**config.mk**
```make
export PLATFORM = sky130hd
export DESIGN_NAME = unified_mem_arbiter
export DESIGN_NICKNAME = d
export VERILOG_FILES = /design/src/rtl/unified_mem_arbiter.sv
export SDC_FILE = /design/constraint.sdc
export NUM_CORES = 1
export LEC_CHECK = 0
export CORE_AREA = 2 2 206 208
export DETAILED_ROUTE_END_ITERATION = 7
export DIE_AREA = 0 0 208 210
export HOLD_SLACK_MARGIN = 0.1
export PLACE_DENSITY = 0.62
export SLEW_MARGIN = 10
export SYNTH_ARGS = -nofsm -noshare
export SYNTH_HDL_FRONTEND = slang
export SYNTH_SLANG_ARGS = --single-unit
```
**constraint.sdc**
```tcl
create_clock -name clk -period 13.54 [get_ports clk]
set_clock_uncertainty 0.05 [all_clocks]
set_input_delay 2.031 -clock clk [delete_from_list [all_inputs] [get_ports clk]]
set_output_delay 2.031 -clock clk [all_outputs]
set_load 0.005 [all_outputs]
```
**src/rtl/unified_mem_arbiter.sv**
```systemverilog
// Arbiter and sequencer for a single-ported memory shared by instruction
// fetch (IF) and data memory (DM). DM has priority. One fixed-latency access
// runs at a time. The fetched instruction is held in a one-entry buffer, and
// the block produces the structural-stall controls for the pipeline.
module unified_mem_arbiter #(
    parameter int ADDR_W  = 64,
    parameter int DATA_W  = 64,
    parameter int LATENCY = 2
) (
    input  logic              clk,
    input  logic              rst,
    input  logic              if_req,
    input  logic [ADDR_W-1:0] if_addr,
    input  logic              flush,
    input  logic              dm_read,
    input  logic              dm_write,
    input  logic [ADDR_W-1:0] dm_addr,
    input  logic [DATA_W-1:0] dm_wdata,
    output logic              dm_done,
    output logic [DATA_W-1:0] dm_rdata,
    output logic [DATA_W-1:0] if_rdata,
    output logic              ibuf_valid,
    output logic              mem_en,
    output logic              mem_we,
    output logic [ADDR_W-1:0] mem_addr,
    output logic [DATA_W-1:0] mem_wdata,
    input  logic [DATA_W-1:0] mem_rdata,
    output logic              pipe_stall,
    output logic              PCWrite,
    output logic              IF_ID_Write
);

    localparam int CNT_W = $clog2(LATENCY + 1);
    localparam logic [CNT_W-1:0] CNT_FIRST = CNT_W'(1);
    localparam logic [CNT_W-1:0] CNT_LAST  = CNT_W'(LATENCY);

    typedef enum logic { S_IDLE, S_ACCESS } state_t;
    typedef enum logic { OWN_IF, OWN_DM } owner_t;

    state_t             r_state;
    owner_t             r_owner;
    logic [CNT_W-1:0]   r_cnt;
    logic               r_discard;
    logic               r_we;
    logic [ADDR_W-1:0]  r_addr;
    logic [DATA_W-1:0]  r_wdata;
    logic [DATA_W-1:0]  r_ibuf;
    logic               r_ibuf_valid;

    state_t             w_state_nxt;
    logic               w_dm_req;
    logic               w_grant_dm;
    logic               w_grant_if;
    logic               w_complete;
    logic               w_if_capture;
    logic               w_dm_done;
    logic               w_pipe_stall;
    logic               w_pc_write;

    // Arbitration and access sequencing: DM wins, fetch only into an empty buffer.
    always_comb begin
        w_state_nxt = r_state;
        w_grant_dm  = 1'b0;
        w_grant_if  = 1'b0;
        w_complete  = 1'b0;
        w_dm_req    = dm_read | dm_write;
        case (r_state)
            S_IDLE: begin
                if (w_dm_req) begin
                    w_grant_dm  = 1'b1;
                    w_state_nxt = S_ACCESS;
                end else if (if_req && !r_ibuf_valid && !flush) begin
                    w_grant_if  = 1'b1;
                    w_state_nxt = S_ACCESS;
                end
            end
            S_ACCESS: begin
                if (r_cnt == CNT_LAST) begin
                    w_complete  = 1'b1;
                    w_state_nxt = S_IDLE;
                end
            end
            default: w_state_nxt = S_IDLE;
        endcase
    end

    // Output decode; reset forces the memory strobes and handshakes inactive
    // even though the registers only clear at the end of the reset cycle.
    always_comb begin
        w_dm_done    = !rst && w_complete && (r_owner == OWN_DM);
        w_pipe_stall = w_dm_req && !w_dm_done;
        w_pc_write   = !rst && r_ibuf_valid && !w_pipe_stall && !flush;
        w_if_capture = w_complete && (r_owner == OWN_IF) && !r_discard && !flush;
        mem_en       = !rst && (r_state == S_ACCESS) && (r_cnt == CNT_FIRST);
        mem_we       = mem_en && r_we;
        mem_addr     = rst ? '0 : r_addr;
        mem_wdata    = rst ? '0 : r_wdata;
        dm_done      = w_dm_done;
        dm_rdata     = mem_rdata;
        if_rdata     = r_ibuf;
        ibuf_valid   = r_ibuf_valid;
        pipe_stall   = w_pipe_stall;
        PCWrite      = w_pc_write;
        IF_ID_Write  = w_pc_write;
    end

    // Control state: FSM, latency counter, owner, write flag and discard flag.
    always_ff @(posedge clk) begin
        if (rst) begin
            r_state   <= S_IDLE;
            r_cnt     <= '0;
            r_owner   <= OWN_IF;
            r_we      <= 1'b0;
            r_discard <= 1'b0;
        end else begin
            r_state <= w_state_nxt;
            if (w_grant_dm || w_grant_if) begin
                r_cnt   <= CNT_FIRST;
                r_owner <= w_grant_dm ? OWN_DM : OWN_IF;
                r_we    <= w_grant_dm && dm_write;
            end else if (w_complete) begin
                r_cnt <= '0;
            end else if (r_state == S_ACCESS) begin
                r_cnt <= r_cnt + CNT_FIRST;
            end
            // A flushed fetch still runs to completion; its data is dropped.
            if (w_complete) begin
                r_discard <= 1'b0;
            end else if (flush && (r_state == S_ACCESS) && (r_owner == OWN_IF)) begin
                r_discard <= 1'b1;
            end
        end
    end

    // Address and store data are captured at grant and held for the access.
    always_ff @(posedge clk) begin
        if (w_grant_dm) begin
            r_addr  <= dm_addr;
            r_wdata <= dm_wdata;
        end else if (w_grant_if) begin
            r_addr  <= if_addr;
        end
    end

    // Instruction buffer: filled by a completed fetch, drained by PCWrite,
    // invalidated by flush (flush takes precedence over PCWrite).
    always_ff @(posedge clk) begin
        if (rst) begin
            r_ibuf       <= '0;
            r_ibuf_valid <= 1'b0;
        end else begin
            if (flush) begin
                r_ibuf_valid <= 1'b0;
            end else if (w_pc_write) begin
                r_ibuf_valid <= 1'b0;
            end else if (w_if_capture) begin
                r_ibuf_valid <= 1'b1;
            end
            if (w_if_capture) begin
                r_ibuf <= mem_rdata;
            end
        end
    end

endmodule

```
**After elaboration in Yosys (flattened, before gate mapping)**

Cells that the tools add are included.

- Flip-flop bits (word level): 199
- Input bits: 262
- Output and inout bits: 263
- Word-level logic and storage cells: 63

- Add/subtract/negate cells: 1
- Equality and inequality tests: 2
- Muxes and demuxes: 18
- Bitwise logic cells: 3
- Reductions and logical operators: 29

Operators with widths:

| cell | count |
|---|---|
| 2-to-1 mux 64 bit | 4 |
| logical AND 1 bit | 17 |
| 2-to-1 mux 1 bit | 13 |
| zero test 1 bit | 6 |
| OR reduction 3 bit | 2 |
| nonzero test 3 bit | 1 |
| adder 2 x 1 -> 2 bit, second input constant | 1 |
| equality test 2 x 1 -> 1 bit, second input constant | 1 |
| equality test 2 bit, second input constant | 1 |
| NOT 1 bit | 2 |
| case mux 1 bit (2 select lines) | 1 |
| nonzero test 2 bit | 1 |
| OR reduction 2 bit | 1 |
| logical OR 1 bit | 1 |
| OR 1 bit | 1 |

**Depth between registers and ports, before layout**

Gate-level depths: netlist of run 1.

- Word-level depth: 11
- Mapped depth: 6
- Depth with buffers taken out: 5

**Least setup slack after synthesis of run 1**

Ideal clock, no wire load.

- Path type: input to register
- Start: input flush
- End: register r_addr[0], enable pin
- Library setup time: 0.507 ns
- Arrival: 5.762 ns
- Data required time: 12.983 ns
- Slack: 7.221 ns
- Cell stages on the path: 3
- Path buffers: 1
- Path through: or3b_2 > clkbuf_1 > a21oi_1

- Word-level cells in the longest chain between the ends: 6

RTL lines:

| item | RTL line | source |
|---|---|---|
| start, declared | 14 | `input logic flush,` |
| zero test 1 bit | 72 | `end else if (if_req && !r_ibuf_valid && !flush) begin` |
| logical AND 1 bit | 72 |  |
| 2-to-1 mux 1 bit | 72 |  |
| 2-to-1 mux 1 bit | 69 | `if (w_dm_req) begin` |
| 2-to-1 mux 1 bit | 67 | `case (r_state)` |
| nonzero test 2 bit (no line) | n/a |  |
| end signal, assigned | 138 | `r_addr <= dm_addr;` |
| end signal, assigned | 141 | `r_addr <= if_addr;` |
| end, declared | 45 | `logic [ADDR_W-1:0] r_addr;` |

Every way passes these cells.
A chain may end at the register's enable or synchronous reset.

**Worst setup path in the final report of run 1**

- Start: input rst
- End: output IF_ID_Write

- Word-level cells in the longest chain between the ends: 8
- Elaborated cells on any way between the ends: 9
- Those cells by class: 9 x reduce/logical

RTL lines:

| item | RTL line | source |
|---|---|---|
| start, declared | 11 | `input logic rst,` |
| zero test 1 bit (*) | 90, 92 |  |
| logical AND 1 bit (2 in a row) | 90 | `w_dm_done = !rst && w_complete && (r_owner == OWN_DM);` |
| zero test 1 bit | 91 | `w_pipe_stall = w_dm_req && !w_dm_done;` |
| logical AND 1 bit | 91 |  |
| zero test 1 bit | 92 | `w_pc_write = !rst && r_ibuf_valid && !w_pipe_stall && !flush;` |
| logical AND 1 bit (*) (2 in a row) | 92 |  |
| end, declared | 30 | `output logic IF_ID_Write` |

Mark *: on every way between the ends. The rest lies on a longest branch, timed or not.

==> results of run 1 <==
-- final timing paths --
kind                                 from     endpoint  slack [ns]  cells past startpoint
worst min register to register  r_discard    r_discard        0.42                      1
worst max register to register    r_state   r_addr[53]       10.48                      4
worst max-delay path                  rst  IF_ID_Write        7.24                      6
worst min-delay path            r_discard    r_discard        0.42                      1
-- cell type report --
type	instances	area, sq um	share of cell area [%]
multi-input cells	422	3430	22.4
well taps	539	674	4.41
clock buffers	18	429	2.81
inverters	3	16.3	0.106
clock inverters	14	196	1.28
flip-flops and latches	199	5270	34.4
repair buffers	529	5280	34.5
-- kinds of logic after synthesis --
kind of cell	after synthesis	synth area share, %
and+or+nand+nor	280	18.5
DFF	199	55.2
muxes	129	16.3
buffers and inverters	112	8.95
AOI/OAI and AO/OA	11	0.800
adders and majority gates	2	0.262
-- critical path, cell delays in order --
cell and delay (ns):
sky130_fd_sc_hd__buf_6 0.38, sky130_fd_sc_hd__buf_4 0.76, sky130_fd_sc_hd__or2b_1 0.21, sky130_fd_sc_hd__nor2_1 0.07
sky130_fd_sc_hd__o211a_1 0.26, sky130_fd_sc_hd__clkdlybuf4s50_1 0.47
-- cell usage after synthesis, drive strengths merged (2+ instances only) --
| library cell | n | area, sq um |
|---|---|---|
| mux2i | 65 | 651 |
| mux2 | 64 | 905 |
| and3b | 2 | 18.8 |
| nand2 | 6 | 22.5 |
| edfxtp | 128 | 3840 |
| o21a | 2 | 15.0 |
| buf | 80 | 733 |
| nand2b | 128 | 801 |
| a21oi | 4 | 20.0 |
| nor2b | 128 | 801 |
| ha | 2 | 25.0 |
| or3 | 2 | 17.5 |
| clkbuf | 29 | 109 |
| nor2 | 7 | 50.1 |
| nand3 | 2 | 10.0 |
| inv | 3 | 11.3 |
| dfxtp | 71 | 1420 |
-- registers in the layout, summed over array words and instances (netlist names) --
register    cells
r_we            1
if_rdata       64
r_cnt           2
r_discard       1
r_state         1
r_owner         1
ibuf_valid      1
r_wdata        64
r_addr         64
-- metal layers --
layer	vias to the layer above	GRT usage (%)	share of wire, %
met2	298	22.0	50
met3	27	5.42	8.8
li1	3280	-	-
met4	2	4.52	1.7
met5	-	0	0.056
met1	3158	14.1	39
-- report_power, final --
group | leakage [nW] | internal, mW | switching, mW
Sequential | 1.81 | 0.689 | 0.0100
Combinational | 3.24 | 0.178 | 0.0916
Clock | 0.301 | 0.312 | 0.248
-- per-stage QoR --
stage / power [mW] / worst slack (ns) / util [%] / std cells
6_report: 1.53 / 7.24 / 36.9 / 1724
5_1_grt: 1.59 / 6.99 / 36.9 / 1724
4_1_cts: 1.56 / 7.15 / 36.9 / 1724
3_5_place_dp: 0.985 / 7.15 / 35.4 / 1692
3_3_place_gp: 0.983 / 7.18 / 35.4 / 1692
2_1_floorplan: 0.825 / 7.22 / - / 733
==> tab_implementation.tex, run 1 <==
\begin{tabular}{lr}
\hline
Metric & Value \\
\hline
\multicolumn{2}{l}{\textbf{Run status}} \\
\quad Outcome & complete, no violations \\
\multicolumn{2}{l}{\textbf{CTS}} \\
\quad Number of H-tree branching levels & 4 \\
\quad CTS tree & done \\
\quad Number of buffers added for setup after CTS & 0 \\
\quad Clock input transition at the sequential cells of the worst setup and hold paths & 0.07 ns \\
\quad Master cell of the clock root buffer & sky130\_fd\_sc\_hd\_\_clkbuf\_16 \\
\quad Clock latency of the later-clocked register in the worst-skew pair & 0.46 ns \\
\quad Sinks on the clock net & about 200 \\
\quad Num CTS Buffers & 17 \\
\quad Hold-fix buffers, CTS & 0 \\
\quad Max Buffers Root-to-Sink & 2 \\
\quad CTS-repair resized insts & 0 \\
\multicolumn{2}{l}{\textbf{Drt}} \\
\quad Drt drc & 0 \\
\quad Final wirelength & 28,400 um \\
\quad Average wire per standard cell & $\sim$16 um \\
\quad Post-detailed-route count of antenna-violating nets & 0 \\
\quad First-pass iteration count of the detailed router & 4 \\
\quad DR iter-0 viols & 261 \\
\quad Vias post-DR & approximately 6,800 \\
\quad Avg Vias per Cell & a little under 4 \\
\multicolumn{2}{l}{\textbf{Pwr}} \\
\quad Power density of the placed cells & around 100 nW/um\^{}2 \\
\quad Worst-case vdd ir drop & about 100 uV \\
\quad Leakage power figure & 5.35 nW \\
\multicolumn{2}{l}{\textbf{STA}} \\
\quad Minimum hold slack & 0.419 ns \\
\quad Worst slew margin relative to its limit & 33.7\% \\
\quad Final setup violation count & 0 \\
\quad Peak clock frequency supported by timing & about 0.16 GHz \\
\quad Endpoints failing hold & 0 \\
\quad Part of the cycle the worst path needs & 46.5\% \\
\quad Worst-margin pin slew & 0.994 ns \\
\quad Tmin final & 6.30 ns \\
\quad Slew Viols, Final & 0 \\
\quad Unrepaired setup endpoints after global routing & false \\
\quad Sum of negative setup slack & 0 ns \\
\multicolumn{2}{l}{\textbf{Finish}} \\
\quad Number of nets in the layout & 1,436 \\
\quad Most used cells in the layout excluding fill and tap cells & 523 x sky130\_fd\_sc\_hd\_\_clkdlybuf4s50\_1, 128 x sky130\_fd\_sc\_hd\_\_nor2b\_1, 128 x sky130\_fd\_sc\_hd\_\_nand2b\_1, 128 x sky130\_fd\_sc\_hd\_\_edfxtp\_1, 71 x sky130\_fd\_sc\_hd\_\_dfxtp\_1 \\
\quad Synthesis-to-finish area growth & 60.4\% \\
\quad ANT cells & 0 \\
\quad Filler cell count & 4,049 \\
\quad Most common cell after layout, fill and taps aside & sky130\_fd\_sc\_hd\_\_clkdlybuf4s50\_1 \\
\quad Ratio of cells with drive above 1 in the final layout & under 10\% \\
\quad Final design instance area without fill & 15,300 sq um \\
\multicolumn{2}{l}{\textbf{Synthesis}} \\
\quad Post-synth ARST share & 0\% \\
\quad Share of the yosys chip area belonging to registers & 55.2\% \\
\quad Post-Syn Area & 9540 sq um \\
\quad Synthesized instance count & 733 \\
\quad Syn nets & 997 \\
\quad Post-synth EDFFs & 128 \\
\quad Number of register bits inferred by synthesis & 199 \\
\quad Primary flip-flop cell chosen by synthesis mapping & sky130\_fd\_sc\_hd\_\_edfxtp\_1 \\
\quad Number of distinct standard cells referenced by the synthesized netlist & 37 \\
\quad Syn avg cell area & 13.0 sq um \\
\quad Number of warnings reported in the yosys synthesis log & 0 \\
\multicolumn{2}{l}{\textbf{Worst hold path}} \\
\quad Worst hold path class & flop to flop \\
\multicolumn{2}{l}{\textbf{Global route}} \\
\quad Combined global-route utilization of all metal layers & 12.8\% \\
\quad Maximum number of pins on one net before global-route repair & 98 \\
\quad Wire length of the first global-routing pass & 42,000 um \\
\quad Number of global-route vias before repair & 6,987 \\
\quad Remaining global-route overflow & 0 \\
\quad Antenna violations before repair & 1 \\
\multicolumn{2}{l}{\textbf{Worst setup path}} \\
\quad Required time at the endpoint of the critical path & between 10 and 15 ns \\
\quad Crit start category & input pin \\
\quad Endpoint class of the critical path & output port \\
\quad Worst EP arrival & 4.21 ns \\
\quad Worst setup path class & input pin to output port \\
\quad Biggest fanout along the worst timing path & 97 \\
\multicolumn{2}{l}{\textbf{Die}} \\
\quad Starting density of the core & 23.0\% \\
\quad Floorplan die area & 43,700 sq um \\
\quad Die H & 210 um \\
\quad Die X & 208 um \\
\quad Count of boundary I/O pins & roughly 530 \\
\quad Floorplan Core Area & 41,500 sq um \\
\quad Site row count & 75 \\
\multicolumn{2}{l}{\textbf{Place}} \\
\quad Quantity of I/O buffers inserted on ports & 524 \\
\quad Dpl hpwl & roughly 21,000 um \\
\quad Weighted congestion reported at the end of routability-driven placement & between 0.7 and 0.8 \\
\quad Placed instance area & 14,700 sq um \\
\multicolumn{2}{l}{\textbf{Run}} \\
\quad Max-cap violation count & 0 \\
\hline
\end{tabular}
Power figures use the tool's default switching activity.
==> run 2: changes to the inputs <==
- CORE_AREA: 2 2 206 208 -> 2 2 202 204
- DIE_AREA: 0 0 208 210 -> 0 0 204 206
- PLACE_DENSITY: 0.62 -> 0.64
- clock period: 13.54 -> 6.55 ns (I/O delays scaled with it)
==> run 2 against run 1 <==
Against the previous run: register-to-register slack worse by 6.6 ns; sequential power up 110%; utilization up 1.1 points; non-clock buffer count unchanged; global-route usage down 0.27 points; count of clock-buffer cells in the layout down 1; total power up 100%; flip-flop and latch count unchanged; hold slack better by 0.0015 ns; die area down 3.8%.
==> tab_implementation.tex, run 2 (synthesized netlist as in run 1, its figures left out) <==
\begin{tabular}{lr}
\hline
Metric & Value \\
\hline
\multicolumn{2}{l}{\textbf{Worst setup path}} \\
\quad R2r worst-path depth & 4 \\
\quad Cell-by-cell trace of the critical path & buf\_6 -> buf\_4 -> nor2b\_1 -> clkdlybuf4s50\_1 \\
\quad Worst-path cell with the longest stage delay & sky130\_fd\_sc\_hd\_\_buf\_4 \\
\quad CP delay by family, top & buffers and inverters \\
\quad Required time at the endpoint of the critical path & 5.52 ns \\
\quad Biggest fanout along the worst timing path & between 100 and 150 \\
\quad Slowest cell delay on critical path & 0.60 ns \\
\quad Endpoint class of the critical path & output port \\
\quad Worst setup path class & input pin to output port \\
\quad Critical Path Stages & 4 \\
\quad Crit start category & input pin \\
\quad Critical path buffer and inverter count & 3 \\
\quad Worst EP arrival & 2.95 ns \\
\multicolumn{2}{l}{\textbf{Drt}} \\
\quad First-pass iteration count of the detailed router & 6 \\
\quad Avg Vias per Cell & between 3 and 4 \\
\quad Post-detailed-route count of antenna-violating nets & 0 \\
\quad Final wirelength & 27,300 um \\
\quad DR iter-0 viols & 247 \\
\quad Average wire per standard cell & 15.9 um \\
\quad Drt drc & 0 \\
\quad Vias post-DR & $\sim$7,000 \\
\multicolumn{2}{l}{\textbf{Run status}} \\
\quad Outcome & complete, no violations \\
\multicolumn{2}{l}{\textbf{Pwr}} \\
\quad Cell internal pwr & 2.34 mW \\
\quad Leakage power figure & 5.34 nW \\
\quad Switch Pwr & 0.754 mW \\
\quad Sequential share of power & a little under half \\
\quad Net switching fraction of the power & around 24\% \\
\quad Total design power & 3.09 mW \\
\quad Power density of the placed cells & between 200 and 250 nW/um\^{}2 \\
\quad Clock group share of total power & 35.4\% \\
\quad Worst-case vdd ir drop & 175 uV \\
\quad Combinational Power Share & between 10\% and 20\% \\
\multicolumn{2}{l}{\textbf{STA}} \\
\quad Final setup violation count & 0 \\
\quad Peak clock frequency supported by timing & 0.251 GHz \\
\quad Tmin final & 3.98 ns \\
\quad Unrepaired setup endpoints after global routing & false \\
\quad Part of the cycle the worst path needs & 60.8\% \\
\quad Endpoints failing hold & 0 \\
\quad Worst slew margin relative to its limit & 34.7\% \\
\quad Slew Viols, Final & 0 \\
\quad Setup WS post-layout & 2.57 ns \\
\quad Worst-margin pin slew & roughly 1 ns \\
\quad Sum of negative setup slack & 0 ns \\
\quad Minimum hold slack & about 0.42 ns \\
\multicolumn{2}{l}{\textbf{Finish}} \\
\quad Synthesis-to-finish area growth & 60.0\% \\
\quad Final instance count without filler cells & 1,717 \\
\quad Number of nets in the layout & approximately 1,400 \\
\quad Most common cell after layout, fill and taps aside & sky130\_fd\_sc\_hd\_\_clkdlybuf4s50\_1 \\
\quad Post-layout util & a little under two fifths \\
\quad ANT cells & 0 \\
\quad Final design instance area without fill & 15,300 sq um \\
\quad Most used cells in the layout excluding fill and tap cells & 523 x sky130\_fd\_sc\_hd\_\_clkdlybuf4s50\_1, 128 x sky130\_fd\_sc\_hd\_\_nor2b\_1, 128 x sky130\_fd\_sc\_hd\_\_nand2b\_1, 128 x sky130\_fd\_sc\_hd\_\_edfxtp\_1, 71 x sky130\_fd\_sc\_hd\_\_dfxtp\_1 \\
\quad Ratio of cells with drive above 1 in the final layout & 9.20\% \\
\quad Filler cell count & 3,865 \\
\multicolumn{2}{l}{\textbf{CTS}} \\
\quad CTS-repair resized insts & 0 \\
\quad Clock input transition at the sequential cells of the worst setup and hold paths & 0.07 ns \\
\quad Num CTS Buffers & 17 \\
\quad Master cell of the clock root buffer & sky130\_fd\_sc\_hd\_\_clkbuf\_16 \\
\quad Clock latency of the later-clocked register in the worst-skew pair & 0.46 ns \\
\quad Sinks on the clock net & 199 \\
\quad Number of buffers added for setup after CTS & 0 \\
\quad Number of H-tree branching levels & 4 \\
\quad Max Buffers Root-to-Sink & 2 \\
\quad Hold-fix buffers, CTS & 0 \\
\quad CTS tree & done \\
\multicolumn{2}{l}{\textbf{Die}} \\
\quad Die H & 206 um \\
\quad Starting density of the core & roughly a quarter \\
\quad Die X & 204 um \\
\quad Floorplan die area & 42,000 sq um \\
\quad Floorplan Core Area & roughly 40,000 sq um \\
\quad Site row count & 74 \\
\quad Count of boundary I/O pins & 525 \\
\multicolumn{2}{l}{\textbf{Global route}} \\
\quad Number of global-route vias before repair & approximately 6,900 \\
\quad Maximum number of pins on one net before global-route repair & 134 \\
\quad Remaining global-route overflow & 0 \\
\quad Wire length of the first global-routing pass & 39,300 um \\
\quad Combined global-route utilization of all metal layers & around an eighth \\
\quad Antenna violations before repair & 2 \\
\multicolumn{2}{l}{\textbf{Worst hold path}} \\
\quad Instance count along the most critical hold path & 2 \\
\quad Worst hold path class & flop to flop \\
\multicolumn{2}{l}{\textbf{Run}} \\
\quad Max-cap violation count & 0 \\
\multicolumn{2}{l}{\textbf{Place}} \\
\quad Weighted congestion reported at the end of routability-driven placement & around 0.8 \\
\quad Quantity of I/O buffers inserted on ports & 524 \\
\quad Placed instance area & about 15,000 sq um \\
\quad Minimum setup slack after placement & 2.59 ns \\
\quad Dpl hpwl & around 20,000 um \\
\quad Placed instance count & between 1,500 and 2,000 \\
\hline
\end{tabular}
-- run 2: cell types whose count changed in the layout (fill, tap and decap cells not counted) --
| cell | change |
|---|---|
| sky130_fd_sc_hd__bufinv_16 | -3 |
| sky130_fd_sc_hd__clkbuf_1 | -1 |
| sky130_fd_sc_hd__clkinv_1 | -2 |
| sky130_fd_sc_hd__clkinv_4 | -2 |
| sky130_fd_sc_hd__clkinv_8 | +1 |
| sky130_fd_sc_hd__clkinvlp_4 | +1 |
| sky130_fd_sc_hd__inv_6 | +1 |
| sky130_fd_sc_hd__inv_8 | +5 |
-- run 2: layer usage --
layer	global-route usage [%]	vias to the layer above	share of wire (%)	routed length (um)
met1	14.3	3150	40	10800
met2	21.1	320	49	13400
met4	4.84	4	2.0	558
met5	0	-	0.11	30
li1	-	3291	-	-
met3	4.90	37	8.8	2410
-- run 2: path summary, 6_finish.rpt --
| kind | slack [ns] | end | start |
|---|---|---|---|
| max | 2.57 | mem_addr[45] | rst |
| min | 0.42 | if_rdata[32] | if_rdata[32] |
| max reg2reg | 3.92 | if_rdata[44] | r_state |
| min reg2reg | 0.42 | if_rdata[32] | if_rdata[32] |
-- run 2: final cells by class --
type	count	area, sq um	area share, %
inverters	3	16.3	0.107
repair buffers	529	5280	34.6
flip-flops and latches	199	5270	34.5
well taps	532	666	4.36
clock buffers	17	425	2.79
clock inverters	15	170	1.12
multi-input cells	422	3430	22.5
-- run 2: worst min-delay path, cell delays in order (launching register included) --
cell and delay (ns):
sky130_fd_sc_hd__dfxtp_1 0.31, sky130_fd_sc_hd__nand2b_1 0.06, sky130_fd_sc_hd__mux2i_1 0.05
-- run 2: power groups by stage --
stage / combinational [mW] / sequential, mW / clock, mW
3_5_place_dp: 0.560 / 1.47 / 0
4_1_cts: 0.561 / 1.45 / 1.14
2_1_floorplan: 0.241 / 1.46 / 0
6_report: 0.551 / 1.45 / 1.09
3_3_place_gp: 0.552 / 1.48 / 0
5_1_grt: 0.592 / 1.45 / 1.18
==> run 3: changes to the inputs <==
- clock period: 6.55 -> 3.9 ns (I/O delays scaled with it)
==> run 3 against run 2 <==
Against the previous run: total power rose by 68%; first-iteration DRC count down 11%; die area unchanged; cell area increased by 0.89%; clock power rose by 66%; global-route usage rose by 0.083 points; register-to-register slack got worse by 2.2 ns; critical endpoint is now IF_ID_Write; largest power group unchanged; highest routed layer is now met4.
==> tab_implementation.tex, run 3 (synthesized netlist as in run 1, its figures left out) <==
\begin{tabular}{lr}
\hline
Metric & Value \\
\hline
\multicolumn{2}{l}{\textbf{Place}} \\
\quad Dpl hpwl & between 20,000 and 25,000 um \\
\quad Quantity of I/O buffers inserted on ports & 524 \\
\quad Weighted congestion reported at the end of routability-driven placement & 0.783 \\
\quad Placed instance count & 1,693 \\
\multicolumn{2}{l}{\textbf{CTS}} \\
\quad Clock latency of the later-clocked register in the worst-skew pair & between 0.4 and 0.5 ns \\
\quad Master cell of the clock root buffer & sky130\_fd\_sc\_hd\_\_clkbuf\_16 \\
\quad Clock input transition at the sequential cells of the worst setup and hold paths & 0.08 ns \\
\quad Max Buffers Root-to-Sink & 2 \\
\quad Number of buffers added for setup after CTS & 0 \\
\quad Sinks on the clock net & 199 \\
\quad Num CTS Buffers & 17 \\
\quad Number of H-tree branching levels & 4 \\
\quad Hold-fix buffers, CTS & 0 \\
\quad CTS tree & done \\
\quad CTS-repair resized insts & 0 \\
\multicolumn{2}{l}{\textbf{Pwr}} \\
\quad Combinational Power Share & between 15 and 20\% \\
\quad Cell internal pwr & between 3 and 4 mW \\
\quad Power density of the placed cells & roughly 340 nW/um\^{}2 \\
\quad Total design power & roughly 5.2 mW \\
\quad Clock group share of total power & about a third \\
\quad Leakage power figure & 5.40 nW \\
\quad Sequential share of power & 46.7\% \\
\quad Worst-case vdd ir drop & around 280 uV \\
\quad Net switching fraction of the power & 25.0\% \\
\quad Switch Pwr & around 1.3 mW \\
\multicolumn{2}{l}{\textbf{Worst setup path}} \\
\quad First element of the critical path & r\_state \\
\quad Biggest fanout along the worst timing path & 13 \\
\quad Startpoint of the worst-slack reg-to-reg timing path & ibuf\_valid \\
\quad Worst setup path class & flop to output port \\
\quad Crit start category & flop \\
\quad Endpoint class of the critical path & output port \\
\quad Worst EP arrival & 2.40 ns \\
\quad Slowest cell delay on critical path & 0.62 ns \\
\quad Worst-path cell with the longest stage delay & sky130\_fd\_sc\_hd\_\_dfxtp\_1 \\
\quad Required time at the endpoint of the critical path & 3.26 ns \\
\quad Cell-by-cell trace of the critical path & nand2\_1 -> nor2\_1 -> o211a\_1 -> clkdlybuf4s50\_1 \\
\multicolumn{2}{l}{\textbf{Drt}} \\
\quad Vias post-DR & between 6,000 and 7,000 \\
\quad Drt drc & 0 \\
\quad Avg Vias per Cell & 3.91 \\
\quad First-pass iteration count of the detailed router & 5 \\
\quad Post-detailed-route count of antenna-violating nets & 0 \\
\quad DR iter-0 viols & 220 \\
\quad Final wirelength & approximately 28,000 um \\
\quad Average wire per standard cell & 16.0 um \\
\multicolumn{2}{l}{\textbf{Global route}} \\
\quad Remaining global-route overflow & 0 \\
\quad Wire length of the first global-routing pass & a little under 40,000 um \\
\quad Maximum number of pins on one net before global-route repair & 118 \\
\quad Antenna violations before repair & 0 \\
\quad Number of global-route vias before repair & 6,685 \\
\quad Combined global-route utilization of all metal layers & 12.6\% \\
\multicolumn{2}{l}{\textbf{STA}} \\
\quad Slew Viols, Final & 0 \\
\quad Peak clock frequency supported by timing & around 0.33 GHz \\
\quad Endpoints failing hold & 0 \\
\quad Unrepaired setup endpoints after global routing & false \\
\quad Worst slew margin relative to its limit & a little under three fifths \\
\quad Tmin final & 3.03 ns \\
\quad Sum of negative setup slack & 0 ns \\
\quad Worst-margin pin slew & 0.658 ns \\
\quad Final setup violation count & 0 \\
\quad Part of the cycle the worst path needs & slightly below 80\% \\
\multicolumn{2}{l}{\textbf{Die}} \\
\quad Count of boundary I/O pins & $\sim$530 \\
\quad Site row count & 74 \\
\quad Die X & 204 um \\
\quad Floorplan die area & between 40,000 and 50,000 sq um \\
\quad Floorplan Core Area & about 40,000 sq um \\
\quad Starting density of the core & 23.7\% \\
\quad Die H & about 210 um \\
\multicolumn{2}{l}{\textbf{Worst hold path}} \\
\quad Worst hold path class & flop to flop \\
\quad Hold Startpoint & if\_rdata[52] \\
\multicolumn{2}{l}{\textbf{Run status}} \\
\quad Outcome & complete, no violations \\
\multicolumn{2}{l}{\textbf{Run}} \\
\quad Max-cap violation count & 0 \\
\multicolumn{2}{l}{\textbf{Finish}} \\
\quad Most used cells in the layout excluding fill and tap cells & 523 x sky130\_fd\_sc\_hd\_\_clkdlybuf4s50\_1, 128 x sky130\_fd\_sc\_hd\_\_nor2b\_1, 128 x sky130\_fd\_sc\_hd\_\_nand2b\_1, 128 x sky130\_fd\_sc\_hd\_\_edfxtp\_1, 71 x sky130\_fd\_sc\_hd\_\_dfxtp\_1 \\
\quad Final instance count without filler cells & 1,725 \\
\quad Number of nets in the layout & about 1,400 \\
\quad Ratio of cells with drive above 1 in the final layout & 9.89\% \\
\quad Filler cell count & between 3,000 and 4,000 \\
\quad Synthesis-to-finish area growth & 61.4\% \\
\quad Most common cell after layout, fill and taps aside & sky130\_fd\_sc\_hd\_\_clkdlybuf4s50\_1 \\
\quad ANT cells & 0 \\
\hline
\end{tabular}
## run 3: power groups by stage
stage	Clock, mW	Combinational, mW	Sequential, mW
2_1_floorplan	0	0.405	2.46
3_3_place_gp	0	0.954	2.47
3_5_place_dp	0	0.962	2.47
4_1_cts	1.88	0.967	2.42
5_1_grt	1.95	1.02	2.43
6_report	1.81	0.951	2.42
## run 3: cell type report
type                            count  area (sq um)  area share, %
Timing Repair Buffer              537          5420           35.2
Inverter                            3          16.3          0.106
Multi-Input combinational cell    422          3430           22.3
Clock buffer                       17           425           2.76
Sequential cell                   199          5270           34.2
Tap cell                          532           666           4.32
Clock inverter                     15           171           1.11
## run 3: stage by stage
step / util [%] / hold WS [ns] / instance area [sq um] / setup slack [ns]
after CTS: 38.3 / 0.427 / 15400 / 0.834
after global routing: 38.3 / 0.442 / 15400 / 0.715
after floorplan: - / 0.392 / 9540 / 0.461
final: 38.3 / 0.423 / 15400 / 0.870
after detailed placement: 36.8 / 0.410 / 14800 / 0.963
after global placement: 36.8 / 0.407 / 14800 / 0.968
## run 3: critical path: cells and delay by family, from the launching register on
kind	cells	cell delay, ns
simple gates	2	0.57
flops	1	0.62
compound gates	1	0.21
buf+inv	1	0.53
## run 3: path summary, 6_finish.rpt
path,end,slack [ns],cells after the start
setup / recovery,IF_ID_Write,0.87,4
hold / removal,if_rdata[52],0.42,2
setup reg to reg,r_addr[23],1.68,3
hold reg to reg,if_rdata[52],0.42,2
## run 3: layer usage
layer | track usage (%) | share of wire, % | vias up | wire length (um)
met5 | 0 | 0 | - | 0
met4 | 4.43 | 2.0 | 0 | 554
met3 | 5.42 | 9.1 | 31 | 2510
met2 | 21.5 | 50 | 291 | 13700
met1 | 14.0 | 39 | 3122 | 10900
li1 | - | - | 3306 | -
